--- src/rtl/codificador_interrupcao.sv ---
`default_nettype none
// ============================================================================
// Module   : codificador_interrupcao
// Purpose  : Registered 8-to-3 priority encoder for interrupt/dispatch.
//            Request lines are latched into sticky pending bits, filtered by
//            a writable enable mask, and the highest pending, enabled index
//            is offered as a 3-bit code under a valid/ack handshake. An offer
//            stays frozen until it is acknowledged, and the acknowledge
//            clears the request that was served.
// Ports    : clock           - sole clock, rising edge
//            reset           - asynchronous, active-high, clears all state
//            entrada[7:0]    - request lines (set pending bits)
//            escreve_mascara - load mascara_in into the mask register
//            mascara_in[7:0] - new mask value (1 = request enabled)
//            ack             - consumer accepts current code (only if valido)
//            saida[2:0]      - offered request index (registered)
//            valido          - saida holds a live offer (registered)
//            pendente[7:0]   - pending register, unmasked
//            mascara[7:0]    - current mask register
// Revision : 1.0 - initial release
// ============================================================================
module codificador_interrupcao #(
    parameter logic [7:0] MASCARA_INICIAL = 8'hFF
) (
    input  logic       clock,
    input  logic       reset,
    input  logic [7:0] entrada,
    input  logic       escreve_mascara,
    input  logic [7:0] mascara_in,
    input  logic       ack,
    output logic [2:0] saida,
    output logic       valido,
    output logic [7:0] pendente,
    output logic [7:0] mascara
);

    typedef enum logic [0:0] {
        OCIOSO = 1'b0,
        OFERTA = 1'b1
    } estado_t;

    estado_t    estado;
    logic [7:0] limpa;
    logic [7:0] candidatos;
    logic [2:0] vencedor;
    logic       aceite;

    // An acknowledge only counts while an offer is live.
    assign aceite     = ack && valido;
    assign limpa      = aceite ? (8'd1 << saida) : 8'd0;
    assign candidatos = pendente & mascara;

    // Fixed priority: scanning upward lets the highest set index overwrite
    // any lower one, so bit 7 wins.
    always_comb begin
        vencedor = 3'd0;
        for (int i = 0; i < 8; i++) begin
            if (candidatos[i]) begin
                vencedor = 3'(i);
            end
        end
    end

    // Pending bits: clear is applied before set, so a request arriving on
    // the bit being acknowledged keeps that bit pending.
    always_ff @(posedge clock or posedge reset) begin
        if (reset) begin
            pendente <= 8'h00;
        end else begin
            pendente <= (pendente & ~limpa) | entrada;
        end
    end

    // Mask register; masked requests keep their pending bits.
    always_ff @(posedge clock or posedge reset) begin
        if (reset) begin
            mascara <= MASCARA_INICIAL;
        end else if (escreve_mascara) begin
            mascara <= mascara_in;
        end
    end

    // Offer FSM. Once an offer is made its code is frozen until ack, so a
    // newer higher-priority request or a mask change never retracts it.
    always_ff @(posedge clock or posedge reset) begin
        if (reset) begin
            estado <= OCIOSO;
            saida  <= 3'b000;
            valido <= 1'b0;
        end else begin
            case (estado)
                OCIOSO: begin
                    if (|candidatos) begin
                        saida  <= vencedor;
                        valido <= 1'b1;
                        estado <= OFERTA;
                    end else begin
                        valido <= 1'b0;
                    end
                end
                OFERTA: begin
                    if (ack) begin
                        valido <= 1'b0;
                        estado <= OCIOSO;
                    end
                end
                default: begin
                    valido <= 1'b0;
                    estado <= OCIOSO;
                end
            endcase
        end
    end

endmodule
`default_nettype wire
--- config.mk ---
export PLATFORM = sky130hd
export DESIGN_NAME = codificador_interrupcao
export DESIGN_NICKNAME = d
export VERILOG_FILES = /design/src/rtl/codificador_interrupcao.sv
export SDC_FILE = /design/constraint.sdc
export NUM_CORES = 1
export LEC_CHECK = 0
export CAP_MARGIN = 20
export CORE_MARGIN = 5
export CORE_UTILIZATION = 44
export CTS_CLUSTER_SIZE = 20
export DETAILED_ROUTE_END_ITERATION = 8
export PLACE_DENSITY = 0.8
export REMOVE_ABC_BUFFERS = 1
export SETUP_SLACK_MARGIN = 0.1
export SYNTH_ARGS = -nofsm -noshare
export SYNTH_HDL_FRONTEND = slang
export SYNTH_SLANG_ARGS = --single-unit
--- constraint.sdc ---
create_clock -name clock -period 2.8 [get_ports clock]
set_clock_uncertainty 0.2 [all_clocks]
set_input_delay 0.42 -clock clock [delete_from_list [all_inputs] [get_ports clock]]
set_output_delay 0.42 -clock clock [all_outputs]
set_load 0.03 [all_outputs]
# Word level (Yosys, flattened, before mapping)
# Cells that the tools add are included.
# classes
n_bitwise	5
reduce_logical	3
n_shift	1
eq_ne	1
muxes	13
# ops
operator	n
2-to-1 mux 3 bit	6
AND 8 bit	2
2-to-1 mux 8 bit	1
NOT 8 bit	1
OR 8 bit	1
OR reduction 8 bit	1
left shift 1 x 3 -> 8 bit (first input constant)	1
2-to-1 mux 1 bit	4
case mux 1 bit (2 select lines)	2
inequality test 2 bit (second input constant)	1
AND reduction 2 bit	1
logical AND 1 bit	1
NOT 1 bit	1
# word_totals
elab_cells	28
register_bits	21

# Logic depth before layout (Yosys ltp)
# logic_depth
ltp_word	8
depth_mapped	4
ltp_nobuf	4

# Worst setup path before layout
# Ideal clock, no wire load.
# synth_timing
kind	reg2reg
start	register mascara[2]
end	register saida[0]
n_path_buf	0
arrival_time_ps	1239
setup_ps	82
slack_ps	1280
required_time_ps	2518
stages_incl_launch_ff	5
path_cell_list	dfstp_2 > a22oi_2 > a41oi_4 > nor2_1 > a31oi_1
# synth_between
elab_chain_cells	7
# synth_rtl
element	line_no	text
start, declared	34	output logic [7:0] mascara
start signal, assigned	79	mascara <= mascara_in;
AND 8 bit *	51	assign candidatos = pendente & mascara;
2-to-1 mux 3 bit (6 in a row)	58	if (candidatos[i]) begin
end signal, assigned	94	saida <= vencedor;
end, declared	31	output logic [2:0] saida,
# Every way passes the cells marked *; elsewhere a longest branch is shown, timed or not.
# A chain may end at the register's enable or synchronous reset.

# Final worst setup path
# layout_timing
start	register mascara[4]
end	output port mascara[4]
# No word-level cell between the ends.

==> key figures <==
Outcome
  • Status: complete, no violations

Worst hold path
  • Worst min-delay path category: input pin to asynchronous set/reset pin

Finish
  • Layout cells sized above 1: 20.9%
  • Nets: 136
  • N_diodes: 0
  • Final Util: 69.4%
  • Post-route cell area: 1390 µm²
  • Non-Filler Instances: 142
  • Commonest cells after routing, fill and taps aside: 39 x clkdlybuf4s50_1, 13 x dfrtp_1, 11 x nand2b_1, 8 x mux2_2, 8 x dfstp_2
  • Synth-to-Final Area Change: 47.2%
  • Commonest non-fill, non-tap cell in the layout: clkdlybuf4s50_1

Clock network
  • Clk_lat worst skew: 290 ps
  • Clock Root Buffer: clkbuf_4
  • CTS tree: yes
  • H-tree Lvls: 1
  • TritonCTS Buffers: 3
  • CTS clk-pin slew, worst paths: 110 ps
  • Setup Fix Bufs, Post-CTS: 0
  • Resize count post-CTS: 0
  • # clock sinks: 21
  • Maximum root-to-sink buffer count: 2
  • Hold-fix buffers, CTS: 0

Timing
  • Fin crit period: 2190 ps
  • Final period util: 78.2%
  • Fin Hold WS: 359 ps
  • Relative slew slack: 49.2%
  • Final setup viols: 0
  • Worst Tran Pin Value: 761 ps
  • Final Max Tran Viols: 0
  • Final WS setup: 611 ps
  • Hold Violations, Final: 0
  • RSZ-0062 raised after global routing: false
  • Setup Total Neg Slack: 0 ps
  • Fmax: 457 MHz

Routing
  • Routed len/inst: 14.7 µm
  • DRT Pass-1 Iters: 4
  • Remaining DRCs: 0
  • Final wirelength: 2090 µm
  • Via Count: 727
  • Via density: 5.12
  • Detailed Route Iter0 Violations: 13
  • Antenna viol nets, final: 0

Synthesis
  • Cell area after synthesis: 945 µm²
  • Ys Warns: 0
  • Register area share after synthesis: 56.7%
  • Distinct cells, synth: 20
  • Syn avg cell area: 12.9 µm²
  • Flops & latches, synth: 21
  • Cells after Synth: 73

GRT
  • Vias in the first global route: 743
  • First-pass GRT wire length: 3400 µm
  • GRT Residual Overflow: 0
  • GR Util All Layers: 13.4%
  • Largest net degree at the start of global routing: 22
  • Initial antenna violation count: 0

Setup path
  • WP data arrival: 1570 ps
  • Crit Path Class: flip-flop to output pin
  • Max stage delay cell, worst path: clkdlybuf4s50_1
  • Critical-path cell list: clkdlybuf4s50_1
  • CP Capture Type: output pin
  • WP buf/inv: 1
  • Crit path required time: 2180 ps
  • Crit-path leading delay family: buffers and inverters
  • Critical Path Start Type: flip-flop
  • Crit path max fanout: 4
  • Slowest stage delay, CP: 680 ps

Floorplanning
  • Row count: 16
  • Die Width: 56.3 µm
  • Total core area: 2000 µm²
  • Die height: 56.3 µm
  • Initial Utilization: 47.2%
  • Die area: 3170 µm²
  • Boundary Pins: 40

Power
  • IR Drop Worst-Case VDD: 0.406 mV
  • Tot Pwr: 955 µW
  • PwrDens: 687 nW/µm²
  • LEAKAGE: 0.513 nW

Placed design
  • DP HPWL: 1610 µm
  • Gpl congestion: 0.689
  • DP Cell Count: 138
  • DP Area: 1360 µm²
  • Setup WS pre-CTS: 937 ps
  • I/O Buffers: 39

Job
  • Max-cap violations: 0
final timing paths:
| path | depth (start not counted) | slack (ps) | from | to |
|---|---|---|---|---|
| worst min-delay path | 2 | 360 | reset | pendente[0]$_DFF_PP0_ |
| min in group clock | 1 | 360 | valido$_DFFE_PP0P_ | valido$_DFFE_PP0P_ |
| max in group asynchronous | 2 | 1570 | reset | pendente[6]$_DFF_PP0_ |
| worst max register to register | 4 | 1310 | mascara[2]$_DFFE_PP1P_ | saida[2]$_DFFE_PP0P_ |
| worst max-delay path | 1 | 610 | mascara[4]$_DFFE_PP1P_ | mascara[4] |
| worst min register to register | 1 | 360 | valido$_DFFE_PP0P_ | valido$_DFFE_PP0P_ |
report_power, final:
| part | leakage, nW | internal (mW) | switching (mW) |
|---|---|---|---|
| Sequential | 0.208 | 0.367 | 0.0787 |
| Clock | 0.0150 | 0.0553 | 0.0833 |
| Combinational | 0.290 | 0.177 | 0.195 |
Yosys cell counts:
| master | instances | area [µm²] |
|---|---|---|
| a41oi_4 | 1 | 27.5 |
| a22oi_2 | 2 | 25.0 |
| nand2b_1 | 11 | 68.8 |
| o21ai_0 | 6 | 30.0 |
| nor2_1 | 3 | 11.3 |
| mux2_2 | 8 | 90.1 |
| o31ai_1 | 2 | 15.0 |
| buf_2 | 1 | 5.00 |
| a31oi_1 | 3 | 18.8 |
| nand3b_1 | 1 | 7.51 |
| nand2_1 | 4 | 15.0 |
| inv_1 | 2 | 7.51 |
| a31o_1 | 1 | 8.76 |
| a32oi_1 | 1 | 8.76 |
| dfstp_2 | 8 | 210 |
| a22oi_4 | 2 | 42.5 |
| a21o_1 | 1 | 7.51 |
| dfrtp_1 | 13 | 325 |
| a32o_1 | 1 | 10.0 |
| nand3_1 | 2 | 10.0 |
layout make-up:
class	count	area, µm²
clock buffers	4	26.3
fillers	150	612
inverters	2	7.51
multi-input cells	49	397
flip-flops and latches	21	536
well taps	27	33.8
repair buffers	39	390
cell families (layout without fill, tap and decap cells):
logic type      Yosys count  after routing  share of synthesized area [%]
buf+inv                   3             45                           1.32
simple gates             21             21                           11.9
mux                       8              8                           9.54
flops                    21             21                           56.7
compound gates           20             20                           20.5
metal layers:
layer | global-route usage (%) | up-vias | wire length (µm) | part of all wire, %
li1 | - | 352 | - | -
met1 | 16.1 | 336 | 884 | 42
met2 | 21.7 | 37 | 932 | 45
met3 | 6.42 | 2 | 260 | 12
met4 | 3.05 | 0 | 12 | 0.57
met5 | 0 | - | 0 | 0
sequential cells by signal, summed over array words and instances (netlist names):
signal	cells
estado	1
mascara	8
pendente	8
saida	3
valido	1
(Power assumes the default switching activity.)
